--- src/rtl/tt_sweep_if.sv ---
// Signal bundle linking tt_sweep to its controller, result consumer and function under test.
// The master side drives start/expected/result_ready and the function output f.
interface tt_sweep_if #(parameter int N_IN = 4);
  localparam int NV = 1 << N_IN;

  logic            start;
  logic [NV-1:0]   expected;
  logic [N_IN-1:0] vec;
  logic            f;
  logic            busy;
  logic [NV-1:0]   tt_table;
  logic [N_IN:0]   mismatch_count;
  logic [N_IN-1:0] first_fail;
  logic            match;
  logic            result_valid;
  logic            result_ready;

  modport master (
    output start, expected, f, result_ready,
    input  vec, busy, tt_table, mismatch_count, first_fail, match, result_valid
  );

  modport slave (
    input  start, expected, f, result_ready,
    output vec, busy, tt_table, mismatch_count, first_fail, match, result_valid
  );
endinterface

--- src/rtl/tt_sweep.sv ---
// Walks every input vector of a small combinational function, captures its output into a
// truth table and reports mismatches against a latched expected word over valid/ready.
module tt_sweep #(
  parameter int N_IN   = 4,
  parameter int SETTLE = 0
) (
  input  logic       clk,
  input  logic       rst_n,
  tt_sweep_if.slave  bus
);
  localparam int              NV   = 1 << N_IN;
  localparam logic [N_IN-1:0] LAST = N_IN'(NV - 1);
  localparam logic [3:0]      SETTLE_W = 4'(SETTLE);

  typedef enum logic [1:0] {
    S_IDLE,
    S_WAIT,
    S_SAMPLE,
    S_RESULT
  } state_t;

  state_t          state_q;
  logic [N_IN-1:0] vec_q;
  logic            busy_q;
  logic [NV-1:0]   table_q;
  logic [N_IN:0]   cnt_q;
  logic [N_IN-1:0] ff_q;
  logic            match_q;
  logic            rv_q;
  logic [3:0]      settle_q;
  logic [NV-1:0]   exp_q;
  logic            fail_seen_q;

  logic            miss_d;
  logic [N_IN:0]   cnt_d;

  // Count including the vector being sampled this cycle, so the final match sees it.
  always_comb begin
    miss_d = (bus.f != exp_q[vec_q]);
    cnt_d  = miss_d ? cnt_q + (N_IN+1)'(1) : cnt_q;
  end

  always_ff @(posedge clk or negedge rst_n) begin
    if (!rst_n) begin
      state_q     <= S_IDLE;
      vec_q       <= '0;
      busy_q      <= 1'b0;
      table_q     <= '0;
      cnt_q       <= '0;
      ff_q        <= '0;
      match_q     <= 1'b0;
      rv_q        <= 1'b0;
      settle_q    <= '0;
      exp_q       <= '0;
      fail_seen_q <= 1'b0;
    end else begin
      case (state_q)
        S_IDLE: begin
          vec_q <= '0;
          if (bus.start) begin
            exp_q       <= bus.expected;
            table_q     <= '0;
            cnt_q       <= '0;
            ff_q        <= '0;
            fail_seen_q <= 1'b0;
            settle_q    <= SETTLE_W;
            busy_q      <= 1'b1;
            state_q     <= S_WAIT;
          end
        end
        S_WAIT: begin
          if (settle_q == 4'd0) begin
            state_q <= S_SAMPLE;
          end else begin
            settle_q <= settle_q - 4'd1;
          end
        end
        S_SAMPLE: begin
          table_q[vec_q] <= bus.f;
          cnt_q          <= cnt_d;
          if (miss_d && !fail_seen_q) begin
            ff_q        <= vec_q;
            fail_seen_q <= 1'b1;
          end
          if (vec_q == LAST) begin
            busy_q  <= 1'b0;
            rv_q    <= 1'b1;
            match_q <= (cnt_d == '0);
            state_q <= S_RESULT;
          end else begin
            vec_q    <= vec_q + N_IN'(1);
            settle_q <= SETTLE_W;
            state_q  <= S_WAIT;
          end
        end
        S_RESULT: begin
          // start is deliberately ignored here, even on the handshake edge.
          if (bus.result_ready) begin
            rv_q    <= 1'b0;
            state_q <= S_IDLE;
          end
        end
        default: state_q <= S_IDLE;
      endcase
    end
  end

  assign bus.vec            = vec_q;
  assign bus.busy           = busy_q;
  assign bus.tt_table       = table_q;
  assign bus.mismatch_count = cnt_q;
  assign bus.first_fail     = ff_q;
  assign bus.match          = match_q;
  assign bus.result_valid   = rv_q;
endmodule

--- src/flat_wrapper.sv ---
// flat-port wrapper written by rule: the top's interface ports become plain ports
module tt_sweep_flat 
#(
  parameter int N_IN   = 4,
  parameter int SETTLE = 0
)
  (clk, rst_n, bus_start, bus_expected, bus_f, bus_result_ready, bus_vec, bus_busy, bus_tt_table, bus_mismatch_count, bus_first_fail, bus_match, bus_result_valid);
  tt_sweep_if #(.N_IN(N_IN)) bus_i ();
  input  logic clk;
  input  logic rst_n;
  input wire logic [$bits(bus_i.start)-1:0] bus_start;
  input wire logic [$bits(bus_i.expected)-1:0] bus_expected;
  input wire logic [$bits(bus_i.f)-1:0] bus_f;
  input wire logic [$bits(bus_i.result_ready)-1:0] bus_result_ready;
  output wire logic [$bits(bus_i.vec)-1:0] bus_vec;
  output wire logic [$bits(bus_i.busy)-1:0] bus_busy;
  output wire logic [$bits(bus_i.tt_table)-1:0] bus_tt_table;
  output wire logic [$bits(bus_i.mismatch_count)-1:0] bus_mismatch_count;
  output wire logic [$bits(bus_i.first_fail)-1:0] bus_first_fail;
  output wire logic [$bits(bus_i.match)-1:0] bus_match;
  output wire logic [$bits(bus_i.result_valid)-1:0] bus_result_valid;
  assign bus_i.start = bus_start;
  assign bus_i.expected = bus_expected;
  assign bus_i.f = bus_f;
  assign bus_i.result_ready = bus_result_ready;
  assign bus_vec = bus_i.vec;
  assign bus_busy = bus_i.busy;
  assign bus_tt_table = bus_i.tt_table;
  assign bus_mismatch_count = bus_i.mismatch_count;
  assign bus_first_fail = bus_i.first_fail;
  assign bus_match = bus_i.match;
  assign bus_result_valid = bus_i.result_valid;
  tt_sweep #(.N_IN(N_IN), .SETTLE(SETTLE)) u_core (.clk(clk), .rst_n(rst_n), .bus(bus_i));
endmodule
--- config.mk ---
export PLATFORM = sky130hd
export DESIGN_NAME = tt_sweep_flat
export DESIGN_NICKNAME = d
export VERILOG_FILES = /design/src/rtl/tt_sweep_if.sv /design/src/rtl/tt_sweep.sv /design/src/flat_wrapper.sv
export SDC_FILE = /design/constraint.sdc
export NUM_CORES = 1
export LEC_CHECK = 0
export ABC_AREA = 1
export ABC_CLOCK_PERIOD_IN_PS = 3050
export BUFFER_PORTS_ARGS = -buffer_cell sky130_fd_sc_hd__buf_2
export CAP_MARGIN = 0
export CORE_MARGIN = 2
export CORE_UTILIZATION = 45
export CTS_BUF_LIST = sky130_fd_sc_hd__clkbuf_2 sky130_fd_sc_hd__clkbuf_4 sky130_fd_sc_hd__clkbuf_8
export CTS_CLUSTER_DIAMETER = 200
export DETAILED_ROUTE_END_ITERATION = 7
export MAX_ROUTING_LAYER = met4
export PLACE_DENSITY = 0.7
export SLEW_MARGIN = 0
export SYNTH_ARGS = -nofsm -noshare
export SYNTH_HDL_FRONTEND = slang
export SYNTH_SLANG_ARGS = --single-unit
--- constraint.sdc ---
create_clock -name clk -period 3.05 [get_ports clk]
set_input_delay 0.305 -clock clk [delete_from_list [all_inputs] [get_ports clk]]
set_output_delay 0.305 -clock clk [all_outputs]
set_load 0.01 [all_outputs]
* Yosys cells after proc, flatten, opt, wreduce, memory -nomap -nowiden
Index checks and enable logic that the tools add are counted.
Storage, ports and cells: bits in registers 55, bits of input ports 21, output and inout port bits 32, word-level logic and storage cells 78
Operators by class: $add $sub $neg 3, order comparisons 2, eq/ne operators 12, muxes and demuxes 32, reductions and logical operators 18
Operators with widths (count):
- one-hot mux 16 bit (2 select lines) | 1
- 2-to-1 mux 4 bit | 5
- bitwise mux 16 bit | 1
- 2-to-1 mux 16 bit | 1
- one-hot mux 4 bit (2 select lines) | 2
- one-hot mux 4 bit (3 select lines) | 1
- AND reduction 3 bit | 4
- 2-to-1 mux 5 bit | 2
- one-hot mux 5 bit (2 select lines) | 1
- 2-to-1 mux 1 bit | 8
- 2-to-1 mux 2 bit | 4
- inequality test 2 bit (second input constant) | 4
- one-hot mux 2 bit (4 select lines) | 1
- AND reduction 2 bit | 4
- inequality test 2 x 1 -> 1 bit (second input constant) | 3
- one-hot mux 1 bit (2 select lines) | 3
- adder 5 x 1 -> 5 bit (second input constant) | 1
- zero test 5 bit | 1
- less-than comparator 4 x 5 -> 1 bit (second input constant) | 1
- adder 4 x 1 -> 4 bit (second input constant) | 1
- binary-select mux 1 bit (select 4 bit) | 1
- demux 1 bit (select 4 bit) | 1
- equality test 2 bit (second input constant) | 2
- equality test 4 bit (second input constant) | 1
- other kinds (11) | 13

* Longest topological paths before layout
Gate-level depths: netlist of run 1.
word-level depth 6, gate-level depth with buffers 16, gate-level depth less buffers 14

* Least setup slack after synthesis of run 1
Ideal clock, no wire load.
kind register to register, start register u_core.vec_q[0], in the netlist u_core.bus.vec[0], end register u_core.ff_q[1], in the netlist u_core.bus.first_fail[1], data arrival time 1.652 ns, data required time 2.933 ns, path slack 1.281 ns, cell stages (with the launch flop) 15, buffers on the path 2, clock period less this slack 1.769 ns, cells stage by stage dfrtp_1 buf_6 inv_4 buf_6 nand2_1 nand3_1 nand2_1 nand2_1 nand2_2 o21ai_4 nand2_4 o21ai_2 nand3_2 nand2_1 nand2_1
On the way: cells in the longest elaborated chain, start to end 6
RTL lines:
- start, declared | line tt_sweep.sv:23 | logic [N_IN-1:0] vec_q;
- start signal, assigned | line tt_sweep.sv:91 | vec_q <= vec_q + N_IN'(1);
- binary-select mux 1 bit (select 4 bit) | line tt_sweep.sv:39 | miss_d = (bus.f != exp_q[vec_q]);
- 2-to-1 mux 1 bit (not written as such) | line tt_sweep.sv:39
- inequality test 1 bit | line tt_sweep.sv:39
- logical AND 1 bit | line tt_sweep.sv:81 | if (miss_d && !fail_seen_q) begin
- inequality test 2 x 1 -> 1 bit (no line)
- AND reduction 3 bit (no line)
- end signal, assigned | line tt_sweep.sv:82 | ff_q <= vec_q;
- end, declared | line tt_sweep.sv:27 | logic [N_IN-1:0] ff_q;
Every way passes these cells. The select of a mux whose other input is x is not followed. A chain may end at the register's enable or synchronous reset.

* Worst setup path after layout of run 1
start register u_core.vec_q[0], in the netlist u_core.bus.vec[0], end register u_core.settle_q[2]
On the way: cells in the longest elaborated chain, start to end 3
RTL lines:
- equality test 4 bit | line tt_sweep.sv:85 | if (vec_q == LAST) begin
- inequality test 2 bit (no line)
- AND reduction 4 bit (no line)
- end signal, assigned | line tt_sweep.sv:75 | settle_q <= settle_q - 4'd1;
- end, declared | line tt_sweep.sv:30 | logic [3:0] settle_q;
Every way passes these cells.

==> summary.md, run 1 <==
| Metric | Value |
|---|---|
| Outcome | `finished clean` |
| Final hold violations | `0` |
| Hold Path Class | `in -> async` |
| Wire per inst | `13.3 um` |
| Crit Path Category | `reg -> reg` |
| Final setup vio count | `0` |
| H-Tree Depth | `2` |
| Final nets | `422` |
| Largest family of logic cells by synthesized area | `simple AND/OR/NAND/NOR gates` |
| Largest delay share family, worst path | `flip-flops` |
| Antenna fix cells | `0` |
| Startpoint types | `register` |
| Clk_lat worst skew | `0.31 ns` |
| GRT Residual Overflow | `0` |
| Max-slew headroom | `50.0%` |
| Final setup margin | `0.984 ns` |
| Cell chosen for the clock root | `clkbuf_8` |
| Crit path DAT | `2.30 ns` |
| Pre-CTS setup slack | `0.991 ns` |
| Worst-Margin Slew | `0.751 ns` |
| Buf+Inv Stages, Crit Path | `4` |
| GRT Resource Usage Total | `21.7%` |
| Final period utilization | `67.7%` |
| Post-synthesis cell type count | `29` |
| Dpl hpwl | `4450 um` |
| CP max-delay cell | `dfrtp_1` |
| Syn_nets | `371` |
| Setup TNS | `0 ns` |
| CP Capture Type | `register` |
| Proportion of synthesized area in mux cells | `0%` |
| Vias in the first global route | `2304` |
| Clock Path Buffers | `2` |
| FF+latch count, synth | `55` |
| Largest stage delay, worst path | `0.67 ns` |
| Peak supply drop | `0.000381 V` |
| First-pass GRT wire length | `10800 um` |
| Layout area overhead | `15.2%` |
| Reg2reg setup slack | `0.98 ns` |
| Xor/xnor share of the synthesized area | `0.950%` |
| Non-filler cells, final | `470` |
| Drt initial violations | `100` |
| Vias/cell | `5.07` |
| CP Data Required Time | `3.28 ns` |
| CTS tree | `yes` |
| Post-route antenna net violation count | `0` |
| Max Fanout on Critical Path | `13` |
| Maximum clock frequency | `0.484 GHz` |
| Initial antenna violation count | `0` |
| Input/output buffers | `52` |
| Worst clock skew | `0.00530 ns` |
| Core area | `5920 um2` |
| Post-Synthesis Cell Area | `2770 um2` |
| Share of layout cells above drive strength 1 | `19.5%` |
| Number of remaining DRC errors | `0` |
| Adder-Cell Fraction of Synth Area | `3.17%` |
| Max-slew violations | `0` |
| Number of synthesis warnings | `0` |
| DIE WIDTH | `82.4 um` |
| Row count | `28` |
| Clock buffer count from CTS | `5` |
| Starting density of the core | `46.7%` |
| Pin count of the biggest net entering global routing | `34` |
| Mapped Cells | `343` |
| CP Cell Sequence | `ha_1 > inv_1 > nor2_1 > inv_1 > nor2_1 > inv_2 > nand3_1 > inv_1 > a31o_2 > a21oi_1` |
| Synth Area in Compound Gates | `13.0%` |
| IO Count | `53` |
| RSZ-0062 raised after global routing | `false` |
| Die H | `82.4 um` |
| Total die area | `6790 um2` |
| Hold buffer count at cts | `0` |
| Synthesized area per cell | `8.06 um2` |
| Routed vias | `2384` |
| Clock period minus worst slack | `2.07 ns` |
| Sequential area share after synthesis | `49.8%` |
| WL final | `6230 um` |
| Number of clock sinks seen by CTS | `55` |
| Max Cap Violations | `0` |
| Leakage | `1.67 nW` |
| Dpl cells | `462` |
| Simple-gate share of the synthesized area | `25.1%` |
| PD cells | `786 nW/um2` |
| Resized cells post-CTS | `0` |
| Setup Fix Bufs, Post-CTS | `0` |
| GP Congestion | `0.802` |
| Reg clk slew, reported paths | `0.10 ns` |
| CP most frequent cell | `inv_1` |
| Initial DRT Pass Iterations | `4` |
| FILL cells | `598` |
## power by group
group | total [mW] | internal, mW | switching (mW) | leakage [nW]
clock network | 0.447 | 0.217 | 0.230 | 0.0549
registers | 1.04 | 0.915 | 0.129 | 0.719
logic | 1.01 | 0.339 | 0.673 | 0.896
## sequential cells by signal (all words and copies together) (netlist names)
name and cells:
u_core.bus.vec 4, u_core.bus.busy 1, u_core.state_q 2, u_core.bus.match 1, u_core.fail_seen_q 1, u_core.bus.mismatch_count 5
u_core.bus.tt_table 16, u_core.bus.result_valid 1, u_core.bus.first_fail 4, u_core.settle_q 4, u_core.exp_q 16
## kinds of logic (layout without fill, tap and decap cells)
kind of cell	Yosys count	count (layout)
compound gates	62	62
fa+ha+maj	7	7
simple gates	162	162
buf+inv	54	106
xor+xnor	3	3
flops	55	55
## placed cells by master, fill, tap and decap left out, types with 2 or more instances in the layout
| cell type | count |
|---|---|
| o211ai_1 | 6 |
| dfrtp_1 | 55 |
| o21ai_0 | 30 |
| xor2_1 | 3 |
| o21ai_2 | 3 |
| clkbuf_8 | 7 |
| inv_2 | 3 |
| nor3_1 | 6 |
| ha_1 | 7 |
| nand2_1 | 94 |
| nand4_1 | 5 |
| o22ai_1 | 4 |
| nor2_1 | 23 |
| inv_1 | 40 |
| buf_4 | 2 |
| nand2_2 | 3 |
| buf_2 | 52 |
| nand3_1 | 27 |
| a21oi_1 | 15 |
## cell usage after synthesis
master / count / area [um2]
buf_6: 2 / 22.5
nand4_1: 5 / 31.3
buf_2: 1 / 5.00
dfrtp_1: 55 / 1380
o31ai_1: 1 / 7.51
o22ai_1: 4 / 25.0
nor2_4: 1 / 11.3
o21ai_1: 1 / 5.00
clkbuf_1: 5 / 18.8
o21ai_2: 3 / 26.3
xor2_1: 3 / 26.3
nor3b_1: 1 / 7.51
o21ai_4: 1 / 16.3
inv_4: 1 / 6.26
nand2_4: 1 / 11.3
o211ai_1: 6 / 45.0
a31o_2: 1 / 8.76
nor2_1: 23 / 86.3
inv_1: 40 / 150
ha_1: 7 / 87.6
inv_2: 3 / 11.3
o21ai_0: 30 / 150
nor3_1: 6 / 30.0
nand3_1: 27 / 135
buf_1: 2 / 7.51
nand2_1: 94 / 353
nand2_2: 3 / 18.8
a21oi_1: 15 / 75.1
nand3_2: 1 / 10.0
## routing by layer
layer	part of all wire, %	wire length [um]	vias up	track usage, %
met4	1.0	65	0	5.83
met3	4.6	285	7	3.80
met1	47	2930	1116	28.2
met2	47	2950	52	35.1
li1	-	-	1209	-
met5	0	0	-	-
## through the flow
step                      util [%]  area (um2)  hold WS [ns]  total power, mW
after floorplan                  -        2770       0.00941             1.81
after global placement        52.0        3080         0.411             2.05
after detailed placement      52.0        3080         0.418             2.08
after CTS                     53.8        3180        0.0787             2.53
after global routing          53.8        3180         0.126             2.75
final                         53.8        3180        0.0550             2.50
## cell type report
cell class / count / area (um2) / share of cell area [%]
clock buffers: 8 / 104 / 3.26
flip-flops and latches: 55 / 1380 / 43.2
repair buffers: 54 / 275 / 8.64
inverters: 44 / 168 / 5.27
multi-input cells: 234 / 1170 / 36.7
well taps: 75 / 93.8 / 2.95
## worst register-to-register path: stages (launching register included)
cell,delay (ns)
dfrtp_1,0.67
ha_1,0.29
inv_1,0.07
nor2_1,0.10
inv_1,0.07
nor2_1,0.11
inv_2,0.10
nand3_1,0.17
inv_1,0.10
a31o_2,0.20
a21oi_1,0.11
## path summary, 6_finish.rpt
path	from	cells after the start	endpoint
setup reg to reg	u_core.bus.vec[0]$_DFFE_PN0P_	10	u_core.settle_q[2]$_DFFE_PN0P_
setup / recovery	u_core.bus.vec[0]$_DFFE_PN0P_	10	u_core.settle_q[2]$_DFFE_PN0P_
hold reg to reg	u_core.bus.match$_DFFE_PN0N_	2	u_core.bus.match$_DFFE_PN0N_
hold / removal	rst_n	1	u_core.exp_q[1]$_DFFE_PN0P_
min in group clk	bus_expected[1]	3	u_core.exp_q[1]$_DFFE_PN0P_
max in group asynchronous	rst_n	2	u_core.bus.tt_table[11]$_DFFE_PN0P_
(Power assumes the default switching activity.)
==> run 2: changes to the inputs <==
--- a/config.mk
+++ b/config.mk
@@ -6,7 +6,7 @@
 export NUM_CORES = 1
 export LEC_CHECK = 0
 export ABC_AREA = 1
-export ABC_CLOCK_PERIOD_IN_PS = 3050
+export ABC_CLOCK_PERIOD_IN_PS = 1700
 export BUFFER_PORTS_ARGS = -buffer_cell sky130_fd_sc_hd__buf_2
 export CAP_MARGIN = 0
 export CORE_MARGIN = 2
@@ -15,7 +15,7 @@
 export CTS_CLUSTER_DIAMETER = 200
 export DETAILED_ROUTE_END_ITERATION = 7
 export MAX_ROUTING_LAYER = met4
-export PLACE_DENSITY = 0.7
+export PLACE_DENSITY = 0.73
 export SLEW_MARGIN = 0
 export SYNTH_ARGS = -nofsm -noshare
 export SYNTH_HDL_FRONTEND = slang
==> constraint.sdc (replaced) <==
create_clock -name clk -period 1.7 [get_ports clk]
set_input_delay 0.17 -clock clk [delete_from_list [all_inputs] [get_ports clk]]
set_output_delay 0.17 -clock clk [all_outputs]
set_load 0.01 [all_outputs]
==> summary.md, run 2 (same netlist as run 1, synthesis figures left out) <==
| Metric | Value |
|---|---|
| Post-DP Area | `3240 um2 (+5.3%)` |
| Total die area | `6790 um2 (unchanged)` |
| Die H | `82.4 um (unchanged)` |
| Core area | `5920 um2 (unchanged)` |
| Initial antenna violation count | `0 (unchanged)` |
| Largest delay share family, worst path | `simple AND/OR/NAND/NOR gates` |
| Max-slew headroom | `65.4% (+15 points)` |
| WL final | `6880 um (+10%)` |
| Wire per inst | `13.7 um (+3.4%)` |
| Maximum clock frequency | `0.557 GHz (+15%)` |
| Peak supply drop | `0.000607 V (+59%)` |
| Final period utilization | `106% (+38 points)` |
| DIE WIDTH | `82.4 um (unchanged)` |
| Vias/cell | `5.16 (+1.6%)` |
| R2r worst-path depth | `12 (+2)` |
| CP Data Required Time | `1.91 ns (-1.37 ns)` |
| Failing checks | `negative setup slack` |
| CP Capture Type | `register` |
| Worst clock skew | `0.00751 ns (+0.00221 ns)` |
| Final nets | `454 (+7.6%)` |
| IO Count | `53 (unchanged)` |
| Pin count of the biggest net entering global routing | `35 (+2.9%)` |
| Starting density of the core | `46.7% (unchanged)` |
| Hold Path Stages | `3` |
| PD cells | `1440 nW/um2 (+83%)` |
| Vias in the first global route | `2509 (+8.9%)` |
| CP most frequent cell | `nand2_1` |
| Layout area overhead | `28.4%` |
| Cell chosen for the clock root | `clkbuf_8` |
| Max-slew violations | `0 (unchanged)` |
| Pwr Total | `5.11 mW (+100%)` |
| Number of clock sinks seen by CTS | `55 (unchanged)` |
| Clock buffer count from CTS | `5 (unchanged)` |
| Post-route antenna net violation count | `0 (unchanged)` |
| CP max-delay cell | `dfrtp_2` |
| Outcome | `finished with violations` |
| Clock period minus worst slack | `1.79 ns (-0.272 ns)` |
| FILL cells | `545 (-8.9%)` |
| RSZ-0062 raised after global routing | `true` |
| GP Congestion | `0.889 (+11%)` |
| Final instance area | `3550 um2 (+11%)` |
| Startpoint types | `register` |
| Buf+Inv Stages, Crit Path | `1 (-3)` |
| Final setup margin | `-0.0944 ns (-1.08 ns)` |
| Max Cap Violations | `0 (unchanged)` |
| H-Tree Depth | `2 (unchanged)` |
| Largest stage delay, worst path | `0.47 ns (-0.20 ns)` |
| Reg clk slew, reported paths | `0.10 ns (about the same)` |
| Worst-Margin Slew | `0.518 ns (-0.232 ns)` |
| Crit path DAT | `2.01 ns (-0.29 ns)` |
| CTS tree | `yes` |
| Hold Path Class | `in -> reg` |
| Most frequent cells in the layout | `nand2_1 (87), dfrtp_1 (53), buf_2 (52)` |
| Initial DRT Pass Iterations | `4 (unchanged)` |
| Max Fanout on Critical Path | `9 (-4)` |
| Clk_lat worst skew | `0.32 ns (about the same)` |
| Share of layout cells above drive strength 1 | `31.9% (+12 points)` |
| Antenna fix cells | `0 (unchanged)` |
| Drt initial violations | `207 (+110%)` |
| Final setup vio count | `7 (+7)` |
| Crit Path Category | `reg -> reg` |
| Dpl hpwl | `4720 um (+6.2%)` |
| Leakage | `1.83 nW (+9.3%)` |
| GRT Residual Overflow | `0 (unchanged)` |
| Input/output buffers | `52 (unchanged)` |
| Number of remaining DRC errors | `0 (unchanged)` |
| Final hold violations | `0 (unchanged)` |
| Levels on crit path | `12 (+2)` |
| Row count | `28 (unchanged)` |
| CP Cell Sequence | `inv_4 > nand2_1 > nand3_1 > nand2_1 > nand2_1 > nand2_2 > o21ai_4 > nand2_4 > o21ai_2 > nand3_2 > nand2_1 > nand2_1` |
| Most common cell after layout, fill and taps aside | `nand2_1` |
| First-pass GRT wire length | `11200 um (+3.2%)` |
| Routed vias | `2588 (+8.6%)` |
| Clock Path Buffers | `2 (unchanged)` |
| GRT Resource Usage Total | `22.2% (+0.53 points)` |
| Reg2reg setup slack | `-0.09 ns (-1.08 ns)` |
[run 2: cell count changes in the layout (fill, tap and decap cells not counted), sizes merged]
cell         change
clkbuf           -2
inv              -1
clkinv           +1
dlygate4sd3      +1
clkinvlp         +5
buf             +28
[run 2: worst min-delay path: stages]
cell	delay, ns
buf_2	0.07
nand2_1	0.04
o21ai_0	0.05
[run 2: through the flow]
step,cells,hold WS (ns),utilization [%],setup slack (ns),setup TNS (ns)
global placement,482,0.178,54.8,-0.138,-0.863
detailed placement,482,0.186,54.8,-0.183,-1.48
CTS,497,0.0447,58.0,-0.0572,-0.233
finish,502,0.0486,60.0,-0.0944,-0.492
floorplan,343,-0.126,-,-0.0690,-0.385
global route,502,0.0513,60.0,-0.223,-3.29
[run 2: layout make-up]
type | instances | area, um2 | share of cell area (%)
timing repair inverter | 3 | 22.5 | 0.634
sequential | 55 | 1380 | 38.8
clock inverter | 2 | 12.5 | 0.352
clock buffer | 6 | 76.3 | 2.15
multi-input combinational | 234 | 1270 | 35.7
inverter | 44 | 171 | 4.83
timing repair buffer | 83 | 527 | 14.8
tap | 75 | 93.8 | 2.64
[run 2: where the power goes]
part           total (mW)  leakage [nW]  internal [mW]  switching (mW)
combinational        2.53          1.06          0.984            1.55
clock               0.743        0.0446          0.305           0.438
sequential           1.84         0.717           1.65           0.194
[run 2: metal layers]
metal,GRT usage [%],wire (um)
met1,27.8,3180
met2,35.2,3270
met3,3.70,280
met4,10.3,144
met5,-,0
[run 2: path summary, 6_finish.rpt]
path / start / endpoint
max: u_core.bus.vec[0]$_DFFE_PN0P_ / u_core.bus.first_fail[0]$_DFFE_PN0P_
min: bus_expected[12] / u_core.exp_q[12]$_DFFE_PN0P_
max reg2reg: u_core.bus.vec[0]$_DFFE_PN0P_ / u_core.bus.first_fail[0]$_DFFE_PN0P_
min reg2reg: u_core.bus.first_fail[1]$_DFFE_PN0P_ / u_core.bus.first_fail[1]$_DFFE_PN0P_
max in group asynchronous: rst_n / u_core.state_q[0]$_DFFE_PN0P_
min in group asynchronous: rst_n / u_core.bus.first_fail[0]$_DFFE_PN0P_
[run 2: timing repair]
action	in CTS	in global routing
resized for setup	16	28
pin swaps	2	2
endpoints found under the setup margin	15	35
hold buffers	1	0
setup buffers	6	2
gates cloned	0	3
hold endpoints to repair	21	0
